--- config.mk ---
export PLATFORM = sky130hd
export DESIGN_NAME = frame_receiver
export DESIGN_NICKNAME = d
export VERILOG_FILES = /design/src/rtl/frame_receiver.sv
export SDC_FILE = /design/constraint.sdc
export NUM_CORES = 1
export LEC_CHECK = 0
export BUFFER_PORTS_ARGS = -buffer_cell sky130_fd_sc_hd__buf_2
export CAP_MARGIN = 20
export CORE_MARGIN = 3
export CORE_UTILIZATION = 25
export DETAILED_ROUTE_END_ITERATION = 8
export PLACE_DENSITY = 0.5
export SLEW_MARGIN = 20
export SYNTH_ARGS = -nofsm -noshare
export SYNTH_HDL_FRONTEND = slang
export SYNTH_SLANG_ARGS = --single-unit
--- constraint.sdc ---
create_clock -name clk -period 3.3 [get_ports clk]
set_input_delay 0.165 -clock clk [delete_from_list [all_inputs] [get_ports clk]]
set_output_delay 0.165 -clock clk [all_outputs]
set_load 0.01 [all_outputs]
--- src/rtl/frame_receiver.sv ---
// frame_receiver
// Extracts TLP (STP..END) and DLLP (SDP..END) frames from a per-byte symbol
// stream. Payload is written speculatively into a circular byte buffer and
// only becomes visible to the output side once END commits it; EDB or any
// framing error rolls the write pointer back to the last commit point.
// Committed frames are described by {type,len} entries in a small FIFO and
// stream out on a valid/ready byte interface with sop/eop markers.
module frame_receiver #(
    parameter int ADDR_W  = 6,
    parameter int LEN_AW  = 2,
    parameter int MAX_LEN = 32
) (
    input  logic       clk,
    input  logic       reset_L,
    input  logic       valid_in,
    input  logic [7:0] data_in,
    input  logic [7:0] control_in,
    output logic [7:0] out_data,
    output logic       out_valid,
    input  logic       out_ready,
    output logic       out_sop,
    output logic       out_eop,
    output logic       out_type,
    output logic       frame_err,
    output logic [7:0] drop_count
);

    localparam int DEPTH  = 2 ** ADDR_W;
    localparam int NDESC  = 2 ** LEN_AW;
    localparam int PTR_W  = ADDR_W + 1;
    localparam int DPTR_W = LEN_AW + 1;
    localparam int LEN_W  = ADDR_W + 1;

    // Framing symbols; every other non-zero control code (SKP/IDL/FTS/COM)
    // is filler and is dropped without effect.
    localparam logic [7:0] SYM_STP = 8'hFB;
    localparam logic [7:0] SYM_SDP = 8'h5C;
    localparam logic [7:0] SYM_END = 8'hFD;
    localparam logic [7:0] SYM_EDB = 8'hFE;

    typedef enum logic [1:0] {
        ST_IDLE,
        ST_IN_FRAME,
        ST_DROP
    } state_t;

    state_t             state_q, state_d;
    logic               type_q, type_d;
    logic [LEN_W-1:0]   len_q, len_d;
    logic [PTR_W-1:0]   spec_ptr_q, spec_ptr_d;
    logic [PTR_W-1:0]   commit_ptr_q, commit_ptr_d;
    logic [PTR_W-1:0]   rd_ptr_q, rd_ptr_d;
    logic [LEN_W-1:0]   cnt_q, cnt_d;
    logic [DPTR_W-1:0]  desc_wr_q, desc_wr_d;
    logic [DPTR_W-1:0]  desc_rd_q, desc_rd_d;
    logic               frame_err_q, frame_err_d;
    logic [7:0]         drop_count_q, drop_count_d;

    logic [7:0]         data_mem      [DEPTH];
    logic [LEN_W-1:0]   desc_len_mem  [NDESC];
    logic               desc_type_mem [NDESC];

    logic               buf_we;
    logic               desc_we;
    logic               err;
    logic               is_data;
    logic               desc_full;
    logic               desc_empty;
    logic               buf_full;
    logic               len_at_max;
    logic [LEN_W-1:0]   head_len;
    logic               head_last;
    logic               xfer;

    // Full/empty from pointers one bit wider than the address: equal low
    // bits with differing MSB means the ring has wrapped once (full).
    assign desc_empty = (desc_wr_q == desc_rd_q);
    assign desc_full  = (desc_wr_q[LEN_AW] != desc_rd_q[LEN_AW]) &&
                        (desc_wr_q[LEN_AW-1:0] == desc_rd_q[LEN_AW-1:0]);
    assign buf_full   = (spec_ptr_q[ADDR_W] != rd_ptr_q[ADDR_W]) &&
                        (spec_ptr_q[ADDR_W-1:0] == rd_ptr_q[ADDR_W-1:0]);
    assign len_at_max = (len_q == LEN_W'(MAX_LEN));
    assign is_data    = (control_in == 8'h00);

    assign head_len   = desc_len_mem[desc_rd_q[LEN_AW-1:0]];
    assign head_last  = (cnt_q == head_len - LEN_W'(1));
    assign xfer       = !desc_empty && out_ready;

    // Output view: head byte of the oldest committed frame, zero when idle.
    assign out_valid  = !desc_empty;
    assign out_data   = out_valid ? data_mem[rd_ptr_q[ADDR_W-1:0]] : 8'h00;
    assign out_type   = out_valid && desc_type_mem[desc_rd_q[LEN_AW-1:0]];
    assign out_sop    = out_valid && (cnt_q == '0);
    assign out_eop    = out_valid && head_last;
    assign frame_err  = frame_err_q;
    assign drop_count = drop_count_q;

    // Receive FSM: framing decisions, speculative writes, commit and rollback.
    always_comb begin
        // NOTE: every signal assigned here gets a default first, otherwise any
        // path that skips an assignment infers a latch.
        state_d      = state_q;
        type_d       = type_q;
        len_d        = len_q;
        spec_ptr_d   = spec_ptr_q;
        commit_ptr_d = commit_ptr_q;
        desc_wr_d    = desc_wr_q;
        buf_we       = 1'b0;
        desc_we      = 1'b0;
        err          = 1'b0;

        if (valid_in) begin
            unique case (state_q)
                ST_IDLE, ST_DROP: begin
                    if (control_in == SYM_STP || control_in == SYM_SDP) begin
                        state_d = ST_IN_FRAME;
                        type_d  = (control_in == SYM_SDP);
                        len_d   = '0;
                    end else if (control_in == SYM_END || control_in == SYM_EDB) begin
                        // A stray terminator is only an error outside DROP;
                        // in DROP it just closes the already-reported frame.
                        err     = (state_q == ST_IDLE);
                        state_d = ST_IDLE;
                    end
                end
                ST_IN_FRAME: begin
                    if (is_data) begin
                        if (len_at_max || buf_full) begin
                            spec_ptr_d = commit_ptr_q;
                            err        = 1'b1;
                            state_d    = ST_DROP;
                        end else begin
                            buf_we     = 1'b1;
                            spec_ptr_d = spec_ptr_q + PTR_W'(1);
                            len_d      = len_q + LEN_W'(1);
                        end
                    end else if (control_in == SYM_STP || control_in == SYM_SDP) begin
                        // Restart: abandon the open frame and begin a new one.
                        spec_ptr_d = commit_ptr_q;
                        err        = 1'b1;
                        type_d     = (control_in == SYM_SDP);
                        len_d      = '0;
                    end else if (control_in == SYM_END) begin
                        if (len_q != '0 && !desc_full) begin
                            desc_we      = 1'b1;
                            desc_wr_d    = desc_wr_q + DPTR_W'(1);
                            commit_ptr_d = spec_ptr_q;
                        end else begin
                            spec_ptr_d = commit_ptr_q;
                            err        = 1'b1;
                        end
                        state_d = ST_IDLE;
                    end else if (control_in == SYM_EDB) begin
                        spec_ptr_d = commit_ptr_q;
                        err        = 1'b1;
                        state_d    = ST_IDLE;
                    end
                end
                default: state_d = ST_IDLE;
            endcase
        end

        frame_err_d  = err;
        drop_count_d = (err && drop_count_q != 8'hFF) ? drop_count_q + 8'd1 : drop_count_q;
    end

    // Output side: advance read pointer and in-frame byte counter per transfer.
    always_comb begin
        rd_ptr_d  = rd_ptr_q;
        cnt_d     = cnt_q;
        desc_rd_d = desc_rd_q;
        if (xfer) begin
            rd_ptr_d = rd_ptr_q + PTR_W'(1);
            if (head_last) begin
                cnt_d     = '0;
                desc_rd_d = desc_rd_q + DPTR_W'(1);
            end else begin
                cnt_d = cnt_q + LEN_W'(1);
            end
        end
    end

    // State, pointer and status registers.
    always_ff @(posedge clk or negedge reset_L) begin
        // NOTE: sequential state uses non-blocking assignments so every
        // register samples the pre-edge values of all others.
        if (!reset_L) begin
            state_q      <= ST_IDLE;
            type_q       <= 1'b0;
            len_q        <= '0;
            spec_ptr_q   <= '0;
            commit_ptr_q <= '0;
            rd_ptr_q     <= '0;
            cnt_q        <= '0;
            desc_wr_q    <= '0;
            desc_rd_q    <= '0;
            frame_err_q  <= 1'b0;
            drop_count_q <= 8'h00;
        end else begin
            state_q      <= state_d;
            type_q       <= type_d;
            len_q        <= len_d;
            spec_ptr_q   <= spec_ptr_d;
            commit_ptr_q <= commit_ptr_d;
            rd_ptr_q     <= rd_ptr_d;
            cnt_q        <= cnt_d;
            desc_wr_q    <= desc_wr_d;
            desc_rd_q    <= desc_rd_d;
            frame_err_q  <= frame_err_d;
            drop_count_q <= drop_count_d;
        end
    end

    // Payload and descriptor storage writes.
    always_ff @(posedge clk) begin
        // NOTE: storage arrays are not reset; the pointers guard every read,
        // so stale contents are never observed.
        if (buf_we) begin
            data_mem[spec_ptr_q[ADDR_W-1:0]] <= data_in;
        end
        if (desc_we) begin
            desc_len_mem[desc_wr_q[LEN_AW-1:0]]  <= len_q;
            desc_type_mem[desc_wr_q[LEN_AW-1:0]] <= type_q;
        end
    end

endmodule

# After elaboration in Yosys (flattened, before gate mapping)
# Memory sizes are Yosys's and may differ from the RTL's.
# Index checks and enable logic that the tools add are counted.
# word_totals
ff_bits	53
mem_bits_rw	544
inputBits	20
out_inout_bits	21
wordCells	118
memories	3
# classes
add_sub_neg	8
n_eq_ne	20
mux	47
n_bitwise	2
n_reduce_logical	27
# memory_table
memory	depth	word_bits	rd	rd_ports_with_merged_regs	wr	line	source
data_mem	64	8	1	0	1	59	logic [7:0] data_mem [DEPTH];
desc_len_mem	4	7	1	0	1	60	logic [LEN_W-1:0] desc_len_mem [NDESC];
desc_type_mem	4	1	1	0	1	61	logic desc_type_mem [NDESC];
# op_table
operator	n
2-to-1 mux 7 bit	10
adder 7 x 1 -> 7 bit, second input constant	4
2-to-1 mux 1 bit	25
equality test 8 bit, second input constant	3
2-to-1 mux 2 bit	7
one-hot mux 7 bit (2 select lines)	1
inequality test 3 bit, second input constant	4
AND reduction 5 bit	2
AND reduction 3 bit	3
adder 8 x 1 -> 8 bit, second input constant	1
equality test 8 x 7 -> 1 bit, second input constant	1
logical AND 1 bit	8
logical NOT 8 bit	1
2-to-1 mux 8 bit	1
inequality test 8 bit, second input constant	1
equality test 7 x 6 -> 1 bit, second input constant	1
equality test 7 bit	1
logical NOT 7 bit	1
nonzero test 7 bit	1
subtractor 7 x 1 -> 7 bit, second input constant	1
adder 3 x 1 -> 3 bit, second input constant	2
equality test 6 bit	1
AND reduction 6 bit	1
inequality test 4 bit, second input constant	1
16 further kinds	22

# Logic depth before layout (Yosys ltp)
# Gate-level depths: netlist of run 1.
# logic_depth
ltp_word	12
ltp_mapped	11
mapped_depth_nobuf	10

# Least setup slack after synthesis of run 1
# OpenSTA, ideal clock, no wires.
# synth_path
kind	reg-to-reg
from	register desc_rd_q[0]
to	register desc_rd_q[1]
setup_time_ns	0.125
arrival_time_ns	2.874
t_required_ns	3.175
path_slack_ns	0.301
stages_incl_launch_ff	11
cell_sequence	dfrtp_1 -> buf_6 -> mux4_2 -> inv_1 -> ha_1 -> inv_1 -> or4_1 -> a211oi_1 -> nand3_1 -> nor2_4 -> mux2_4
# synth_via
elab_chain_cells	4
elab_cells_between_ends	8
classes_between	add/sub (2); eq/ne (2); reduce/logical (3); memory (1)
# synth_rtl
item	line	source
start: declaration	55	logic [DPTR_W-1:0] desc_rd_q, desc_rd_d;
start signal: assignment	208	desc_rd_q <= desc_rd_d;
memory (4 x 7 bit) or equality test 3 bit (tied branches)	--	
subtractor 7 x 1 -> 7 bit or logical NOT 1 bit (tied branches)	86, 87	
equality test 7 bit or logical AND 1 bit (tied branches)	86, 87	
AND reduction 2 bit (no source line)	--	
# Several ways; a longest one is shown, not always the timed one.
# A chain may end at the register's enable or synchronous reset.

# Final worst setup path of run 1
# layout_path
from	register rd_ptr_q[0]
to	output port out_data[1]
# layout_via
elab_chain_cells	2
# layout_rtl
item	line	source
start: declaration	52	logic [PTR_W-1:0] rd_ptr_q, rd_ptr_d;
start signal: assignment	205	rd_ptr_q <= rd_ptr_d;
memory (64 x 8 bit)	--	
2-to-1 mux 8 bit	91	assign out_data = out_valid ? data_mem[rd_ptr_q[ADDR_W-1:0]] : 8'h00;
end: declaration	18	output logic [7:0] out_data,
# No other way between the ends.

==> flow_summary.ini, run 1 <==
[status]
outcome = finished, violations left
failed_checks = setup timing

[floorplan]
core-area_mm2 = 0.0969
die_h_um = 319
fp.dieW_um = 319
rows = 114
fp.dieArea_mm2 = 0.102
ios = 41
start_util = 0.252

[sta]
fin_crit_sh = 1.09
worst_slack_ns = -0.311
fmax_ghz = 0.277
slew_headroom = 0.285
rsz0062_at_grt = true
finalCriticalPeriod_ns = 3.61
hold_violations = 0
final.setup.tns_ns = -1.57
setup_viol = 9
maxSlewViolCount = 0
tightest_slew_ns = 1.07
clock_skew_ns = 0.0130

[grt]
grt_use_met1 = 0.161
grt_pass1_vias = 13400
grt_pass1_wl_mm = 90.2
use_met2 = 0.188
grt.busiest_layer = met2
antenna_found_initial = 5
use_met3 = 0.0274
globalRouteTotalUtil = 0.118
grt_overflow_total = 0
grt_max_degree = 65

[route]
wl_mm = 60.5
drt_iter0_drc = 1100
num_vias = 12700
drcViolationCount = 0
drt-wirelength-per-cell_um = 21.6
vias_per_cell = 4.55
first_pass_iters = 5
postRouteAntennaNets = 0

[power]
total_power_mw = 22.4
ir_drop_mv = 0.508
leakagePower_nw = 9.84
p_per_area_mw_per_mm2 = 754

[cts]
cts.sinks = 597
h-tree-depth = 2
cts_buffers = 60
clk_latency_ns = 0.62
cts_max_path_buffers = 3
cts_tree = done
cts.clk_slew.worst_paths_ns = 0.06
cts-root-buf = clkbuf_16

[setup_path]
cp_num_buf_inv = 3
path_delay_family = multiplexers
max_stage_delay_ns = 0.61
cpMostUsedCell = mux4_2
r2r-start = rd_ptr_q[0]
startpoint = rd_ptr_q[0]
critPathMaxFanout = 11
slowest_stage = mux4_2
cp-start-kind = flop
critPathRequiredTime_ns = 3.13
critPathKind = reg2out
cp_cell_sequence = buf_12 > buf_16 > mux4_2 > mux4_2 > mux4_2 > and2_1 > buf_2
crit_arrival_ns = 3.45
crit_path_end_kind = output port

[synth]
synth_cell_types = 56
async_reset_ff_frac = 0.0888
syn_inst = 1269
synth_most_common_cell = edfxtp_1
synth_common_cells = edfxtp_1, mux4_2, nor2_1, dfrtp_1, nand2_1
syn-num-nets = 1302
synth_top_cell_by_area = edfxtp_1
synth_warnings = 0
ys_seq_area_frac = 0.722
ys_ff_latch = 597
syn_avg_cell_area_um2 = 19.3
synth_top_area_frac = 0.668
netlist_top_cells_area = edfxtp_1, mux4_2, dfrtp_1
synthesis.area_mm2 = 0.0245
synth-main-ff-cell = edfxtp_1
synth-edff-count = 544

[cells_and_area]
fin_nets = 1501
fill_cells = 9340
ff_latch_area_mm2 = 0.0177
layout-drive-gt1-share = 0.328
syn2layout_area_growth_pct = 21.2
multiInputGateArea_mm2 = 0.00658
final_area_mm2 = 0.0296
stdcell_count = 2795

[placed_design]
gp_congestion = 0.775
dp_hpwl_mm = 38.0
portBuffers = 40
place_inst = 2642
post_dp_cell_area_mm2 = 0.0270

[run]
drv_cap = 0

[worst_hold_path]
hold_path_class = in2reg
worstHoldStart = data_in[3]
-- cell usage in the layout, fill, tap and decap left out, types with 5 or more instances in the layout --
| master | netlist | final |
|---|---|---|
| a211oi_2 | 0 | 7 |
| a21oi_1 | 15 | 12 |
| a22oi_1 | 9 | 9 |
| and2_1 | 11 | 10 |
| buf_12 | 0 | 11 |
| buf_2 | 22 | 36 |
| buf_4 | 3 | 143 |
| bufinv_16 | 0 | 8 |
| clkbuf_1 | 30 | 12 |
| clkbuf_16 | 0 | 62 |
| clkinv_1 | 0 | 14 |
| clkinv_2 | 0 | 6 |
| dfrtp_1 | 53 | 49 |
| dlygate4sd3_1 | 0 | 6 |
| edfxtp_1 | 544 | 544 |
| ha_1 | 13 | 12 |
| inv_1 | 12 | 12 |
| mux2_2 | 16 | 14 |
| mux2i_1 | 20 | 17 |
| mux4_1 | 6 | 5 |
| mux4_2 | 158 | 159 |
| nand2_1 | 41 | 40 |
| nand2b_1 | 9 | 9 |
| nand3_1 | 21 | 19 |
| nand4_1 | 10 | 10 |
| nor2_1 | 93 | 91 |
| nor2b_1 | 14 | 14 |
| nor3_1 | 16 | 15 |
| nor4_1 | 8 | 8 |
| o21ai_0 | 21 | 16 |
| o22a_1 | 6 | 6 |
| o31ai_1 | 6 | 6 |
| xnor2_1 | 17 | 17 |
| xor2_1 | 25 | 25 |
-- layout make-up --
type,count,area share
flip-flops and latches,597,0.596
multi-input cells,591,0.222
repair buffers,206,0.0589
clock buffers,77,0.0549
well taps,1276,0.0539
clock inverters,34,0.0125
inverters,12,0.00152
diodes,2,0.000169
-- kinds of logic (layout without fill, tap and decap cells) --
kind of cell	Yosys count	in the layout	share of synthesized area
other	0	2	0
adders and majority gates	13	13	0.00665
buffers and inverters	81	329	0.0143
and+or+nand+nor	251	251	0.0506
DFF	597	597	0.722
muxes	201	201	0.168
AOI/OAI and AO/OA	84	84	0.0230
xor gates and xnor gates	42	42	0.0150
-- through the flow --
step                      setup slack (ns)  hold WS (ns)   util
after floorplan                      0.301        -0.131      -
after global placement             -0.0398         0.236  0.279
after detailed placement           -0.0244         0.239  0.279
after CTS                           -0.366        0.0604  0.303
after global routing                -0.392         0.111  0.306
final                               -0.311         0.102  0.306
-- layer usage --
metal	up-vias	routed length (µm)
met5	-	34
met2	324	28500
met4	4	1560
met3	94	3410
li1	5545	-
met1	6737	27000
-- report_power, final --
part / total [mW] / switching, mW / leakage [nW] / internal (mW)
Sequential: 8.48 / 0.134 / 5.63 / 8.34
Clock: 6.92 / 2.84 / 0.967 / 4.09
Combinational: 6.95 / 3.49 / 3.24 / 3.46
-- repair_timing --
| action | 4_1_cts | 5_1_grt |
|---|---|---|
| hold endpoints to repair | 31 | 0 |
| hold buffers | 6 | 0 |
| cloned | 2 | 1 |
| resized for setup | 11 | 37 |
| endpoints found under the setup margin | 9 | 118 |
| pin swaps | 1 | 6 |
| buffers inserted | 14 | 17 |
-- registers in the layout, indices dropped and copies added, names as in the netlist --
| register | count |
|---|---|
| desc_rd_q | 3 |
| desc_wr_q | 3 |
| len_q | 7 |
| spec_ptr_q | 7 |
| type_q | 1 |
| frame_err | 1 |
| desc_len_mem | 28 |
| drop_count | 8 |
| desc_type_mem | 4 |
| state_q | 2 |
| data_mem | 512 |
| commit_ptr_q | 7 |
| cnt_q | 7 |
| rd_ptr_q | 7 |
-- worst paths after layout --
kind	endpoint	slack (ns)	cells after the start
max in group asynchronous	frame_err	2.32	3
setup reg to reg	data_mem[5][1]	0.18	13
min in group asynchronous	cnt_q[1]	0.15	2
hold reg to reg	desc_wr_q[2]	0.48	1
hold / removal	data_mem[14][3]	0.10	1
setup / recovery	out_data[1]	-0.31	7
-- worst register-to-register path: stages, from the launching register on --
cell,delay [ns]
dfrtp_4,0.49
buf_4,0.15
buf_4,0.13
buf_6,0.13
buf_4,0.15
xor2_1,0.13
nor3_1,0.08
a22o_1,0.22
or2_2,0.35
nor3_1,0.21
buf_4,0.18
nand2b_1,0.19
nor2_1,0.22
buf_4,0.24
(Power assumes the default switching activity.)
==> run 2, diff against run 1 <==
--- a/config.mk
+++ b/config.mk
@@ -8,9 +8,9 @@
 export BUFFER_PORTS_ARGS = -buffer_cell sky130_fd_sc_hd__buf_2
 export CAP_MARGIN = 20
 export CORE_MARGIN = 3
-export CORE_UTILIZATION = 25
+export CORE_UTILIZATION = 50
 export DETAILED_ROUTE_END_ITERATION = 8
-export PLACE_DENSITY = 0.5
+export PLACE_DENSITY = 0.77
 export SLEW_MARGIN = 20
 export SYNTH_ARGS = -nofsm -noshare
 export SYNTH_HDL_FRONTEND = slang
==> flow_summary.ini, run 2 (synthesis results as in run 1) <==
[route]
drcViolationCount = 0
postRouteAntennaNets = 0
wl_mm = 53.0
first_pass_iters = 7
vias_per_cell = 6.12
drt-wirelength-per-cell_um = 25.2
drt_iter0_drc = 1327
num_vias = 12900

[grt]
grt_max_degree = 65
antenna_found_initial = 0
globalRouteTotalUtil = 0.209
grt_pass1_wl_mm = 80.1
grt_pass1_vias = 12900
grt_overflow_total = 0

[cts]
cts.clk_slew.worst_paths_ns = 0.06
clk_latency_ns = 0.64
h-tree-depth = 2
cts.sinks = 597
cts_max_path_buffers = 3
cts_tree = done
cts_buffers = 57
cts-root-buf = clkbuf_16

[cells_and_area]
final_common_cell = edfxtp_1
final_area_mm2 = 0.0285
layout_common_cells = edfxtp_1, mux4_2, buf_4
layout-drive-gt1-share = 0.317
largest_reg_flops = 512
antenna_cells = 0
ff_latch_area_mm2 = 0.0177
syn2layout_area_growth_pct = 16.5
fill_cells = 3320
multiInputGateArea_mm2 = 0.00662
fin_nets = 1475

[setup_path]
r2r-start = rd_ptr_q[1]
critPathKind = reg2out
critPathMaxFanout = 6
path_delay_family = multiplexers
critPathRequiredTime_ns = 3.13
crit_arrival_ns = 3.28
cp_num_buf_inv = 4
cp_cell_sequence = buf_12 > buf_12 > mux4_2 > mux4_2 > nor2b_1 > a211oi_1 > buf_4 > a211oi_1 > buf_2
cp-start-kind = flop
crit_path_end_kind = output port
startpoint = rd_ptr_q[0]
max_stage_delay_ns = 0.53
slowest_stage = mux4_2

[placed_design]
gp_congestion = 0.840
post_dp_cell_area_mm2 = 0.0260
portBuffers = 40
pre_cts_ws_ns = 0.212
dp_hpwl_mm = 31.6

[sta]
tightest_slew_ns = 1.07
slew_headroom = 0.285
maxSlewViolCount = 0
final.setup.tns_ns = -0.575
worst_slack_ns = -0.142
fmax_ghz = 0.291
finalCriticalPeriod_ns = 3.44
fin_crit_sh = 1.04
setup_viol = 6
clock_skew_ns = 0.0646
hold_violations = 0
rsz0062_at_grt = true

[status]
failed_checks = setup timing
outcome = finished, violations left

[power]
ir_drop_mv = 0.708
p_per_area_mw_per_mm2 = 750
leakagePower_nw = 9.64

[worst_hold_path]
worstHoldStart = out_ready
hold_path_class = in2reg

[run]
drv_cap = 0

[floorplan]
core-area_mm2 = 0.0480
fp.dieArea_mm2 = 0.0516
start_util = 0.509
die_h_um = 227
rows = 80
ios = 41
fp.dieW_um = 227
[run 2: worst min-delay path, delay by kind of cell]
family | cells | cell delay [ns]
buffers and inverters | 1 | 0.09
and+or+nand+nor | 3 | 0.37
[run 2: stage by stage]
| step | cells | utilization | total power [mW] | hold slack, ns |
|---|---|---|---|---|
| 2_1_floorplan | 1269 | - | 12.4 | -0.131 |
| 3_3_place_gp | 1960 | 0.541 | 14.1 | 0.329 |
| 3_5_place_dp | 1960 | 0.541 | 14.2 | 0.347 |
| 4_1_cts | 2091 | 0.588 | 21.1 | 0.00359 |
| 5_1_grt | 2103 | 0.593 | 22.1 | 0.0622 |
| 6_report | 2103 | 0.593 | 21.4 | 0.0434 |
[run 2: cell type report]
| cell class | count | area share |
|---|---|---|
| Clock buffer | 76 | 0.0540 |
| Sequential cell | 597 | 0.620 |
| Tap cell | 615 | 0.0270 |
| Clock inverter | 29 | 0.00716 |
| Multi-Input combinational cell | 591 | 0.232 |
| Timing Repair Buffer | 183 | 0.0576 |
| Inverter | 12 | 0.00158 |
[run 2: power breakdown]
part / switching [mW] / internal, mW
logic: 3.25 / 3.53
registers: 0.135 / 8.35
clock network: 2.74 / 3.36
[run 2: repair_timing]
| item | CTS | global route |
|---|---|---|
| pin swaps | 6 | 11 |
| hold buffers | 5 | 0 |
| buffers inserted | 17 | 11 |
| cloned | 4 | 2 |
| resized for setup | 41 | 32 |
| endpoints found under the hold margin | 41 | 0 |
| setup endpoints to repair | 9 | 9 |
[run 2: metal layers]
| metal | GRT usage | wire length, µm |
|---|---|---|
| met4 | 0.0761 | 1570 |
| met3 | 0.0388 | 4330 |
| met2 | 0.351 | 27100 |
| met5 | 0.0184 | 129 |
| met1 | 0.277 | 19900 |
[run 2: worst paths after layout]
path	slack (ns)	depth (start not counted)	endpoint
setup / recovery	-0.14	9	out_data[0]
max in group asynchronous	2.28	3	drop_count[2]
min in group asynchronous	0.21	2	cnt_q[2]
hold reg to reg	0.49	1	desc_rd_q[2]
hold / removal	0.04	4	rd_ptr_q[1]
setup reg to reg	0.28	9	data_mem[38][0]
==> run 3, diff against run 2 <==
--- a/config.mk
+++ b/config.mk
@@ -5,7 +5,7 @@
 export SDC_FILE = /design/constraint.sdc
 export NUM_CORES = 1
 export LEC_CHECK = 0
-export BUFFER_PORTS_ARGS = -buffer_cell sky130_fd_sc_hd__buf_2
+export BUFFER_PORTS_ARGS = -buffer_cell sky130_fd_sc_hd__buf_4
 export CAP_MARGIN = 20
 export CORE_MARGIN = 3
 export CORE_UTILIZATION = 50
==> flow_summary.ini, run 3 (synthesis results as in run 1) <==
[status]
outcome = finished, violations left
failed_checks = setup timing

[cells_and_area]
fin_nets = 1475
syn2layout_area_growth_pct = 17.8
layout_common_cells = edfxtp_1, mux4_2, buf_4
layout-drive-gt1-share = 0.323
final_common_cell = edfxtp_1
antenna_cells = 0
largest_reg_flops = 512

[route]
drcViolationCount = 0
postRouteAntennaNets = 0
first_pass_iters = 6
drt-wirelength-per-cell_um = 26.1
vias_per_cell = 6.11
drt_iter0_drc = 1268
num_vias = 12800
wl_mm = 54.9

[sta]
fin_crit_sh = 1.03
rsz0062_at_grt = true
finalCriticalPeriod_ns = 3.41
maxSlewViolCount = 0
tightest_slew_ns = 0.970
fmax_ghz = 0.293
hold_violations = 0
setup_viol = 7
final.setup.tns_ns = -0.450
slew_headroom = 0.352
worst_slack_ns = -0.114
clock_skew_ns = 0.0410
whs_ns = 0.0508

[floorplan]
rows = 80
fp.dieW_um = 227
start_util = 0.509
die_h_um = 227
ios = 41
core-area_mm2 = 0.0480
fp.dieArea_mm2 = 0.0516

[run]
drv_cap = 0

[setup_path]
ff2ff_setup_slack_ns = 0.18
cp-start-kind = flop
critPathRequiredTime_ns = 3.13
crit_path_end_kind = output port
crit_arrival_ns = 3.25
critPathMaxFanout = 6
critPathKind = reg2out

[grt]
globalRouteTotalUtil = 0.219
grt_pass1_vias = 13100
grt_pass1_wl_mm = 83.5
grt_overflow_total = 0
antenna_found_initial = 0
grt_max_degree = 75

[power]
power.switching_mw = 6.31
p_per_area_mw_per_mm2 = 768
p_seq_frac = 0.383
ir_drop_mv = 0.706
combPwrFrac = 0.324
leakagePower_nw = 9.75
p_int_mw = 15.8
clkPwrFrac = 0.293
p_sw_frac = 0.285

[cts]
cts-root-buf = clkbuf_16
clk_latency_ns = 0.63
cts.sinks = 597
cts_max_path_buffers = 3
cts_buffers = 57
cts.clk_slew.worst_paths_ns = 0.06
cts_tree = done
h-tree-depth = 2

[placed_design]
portBuffers = 40
gp_congestion = 0.836
dp_hpwl_mm = 31.5
pre_cts_ws_ns = 0.197

[worst_hold_path]
hold_path_class = in2reg
## run 3: cell type report
cell class | instances | area (µm²)
clock inverters | 36 | 387
fillers | 3268 | 19200
multi-input cells | 591 | 6670
clock buffers | 68 | 1470
flip-flops and latches | 597 | 17700
repair buffers | 183 | 1790
inverters | 12 | 45.0
well taps | 615 | 769
## run 3: power by group through the flow
stage / sequential (mW) / combinational, mW / clock [mW]
floorplan: 8.55 / 3.86 / 0
global placement: 8.66 / 5.51 / 0
detailed placement: 8.67 / 5.60 / 0
CTS: 8.46 / 6.88 / 6.58
global route: 8.48 / 7.51 / 6.89
finish: 8.47 / 7.16 / 6.48
## run 3: final timing paths
path                         startpoint      endpoint  depth (start not counted)
setup / recovery            rd_ptr_q[0]   out_data[2]                          9
hold / removal                out_ready      cnt_q[3]                          4
setup reg to reg           desc_rd_q[0]  desc_rd_q[1]                         10
hold reg to reg            desc_wr_q[2]  desc_wr_q[2]                          1
max in group asynchronous       reset_L   rd_ptr_q[1]                          2
min in group asynchronous       reset_L      cnt_q[5]                          2
## run 3: layer usage
layer | share of wire | global-route usage
met1 | 0.38 | 0.293
met2 | 0.50 | 0.368
met3 | 0.080 | 0.0432
met4 | 0.035 | 0.0753
met5 | 0 | 0
## run 3: metrics by stage
stage | area [µm²] | util | total power [mW] | cells
3_5_place_dp | 26100 | 0.543 | 14.3 | 1958
3_3_place_gp | 26100 | 0.543 | 14.2 | 1958
5_1_grt | 28800 | 0.599 | 22.9 | 2102
6_report | 28800 | 0.599 | 22.1 | 2102
2_1_floorplan | 24500 | - | 12.4 | 1269
4_1_cts | 28700 | 0.597 | 21.9 | 2097
## run 3: critical path: stages (launching register included)
cell and delay (ns):
dfrtp_4 0.45, buf_12 0.17, buf_8 0.14, buf_16 0.13, mux4_2 0.52, mux4_2 0.54
a211oi_2 0.30, buf_4 0.20, a211oi_4 0.05, buf_6 0.15
## run 3: repair_timing
action | in CTS | in global routing
gates cloned | 8 | 0
pin swaps | 12 | 9
hold buffers | 6 | 0
hold endpoints to repair | 58 | 0
setup endpoints to repair | 9 | 9
setup buffers | 21 | 6
resized for setup | 71 | 28
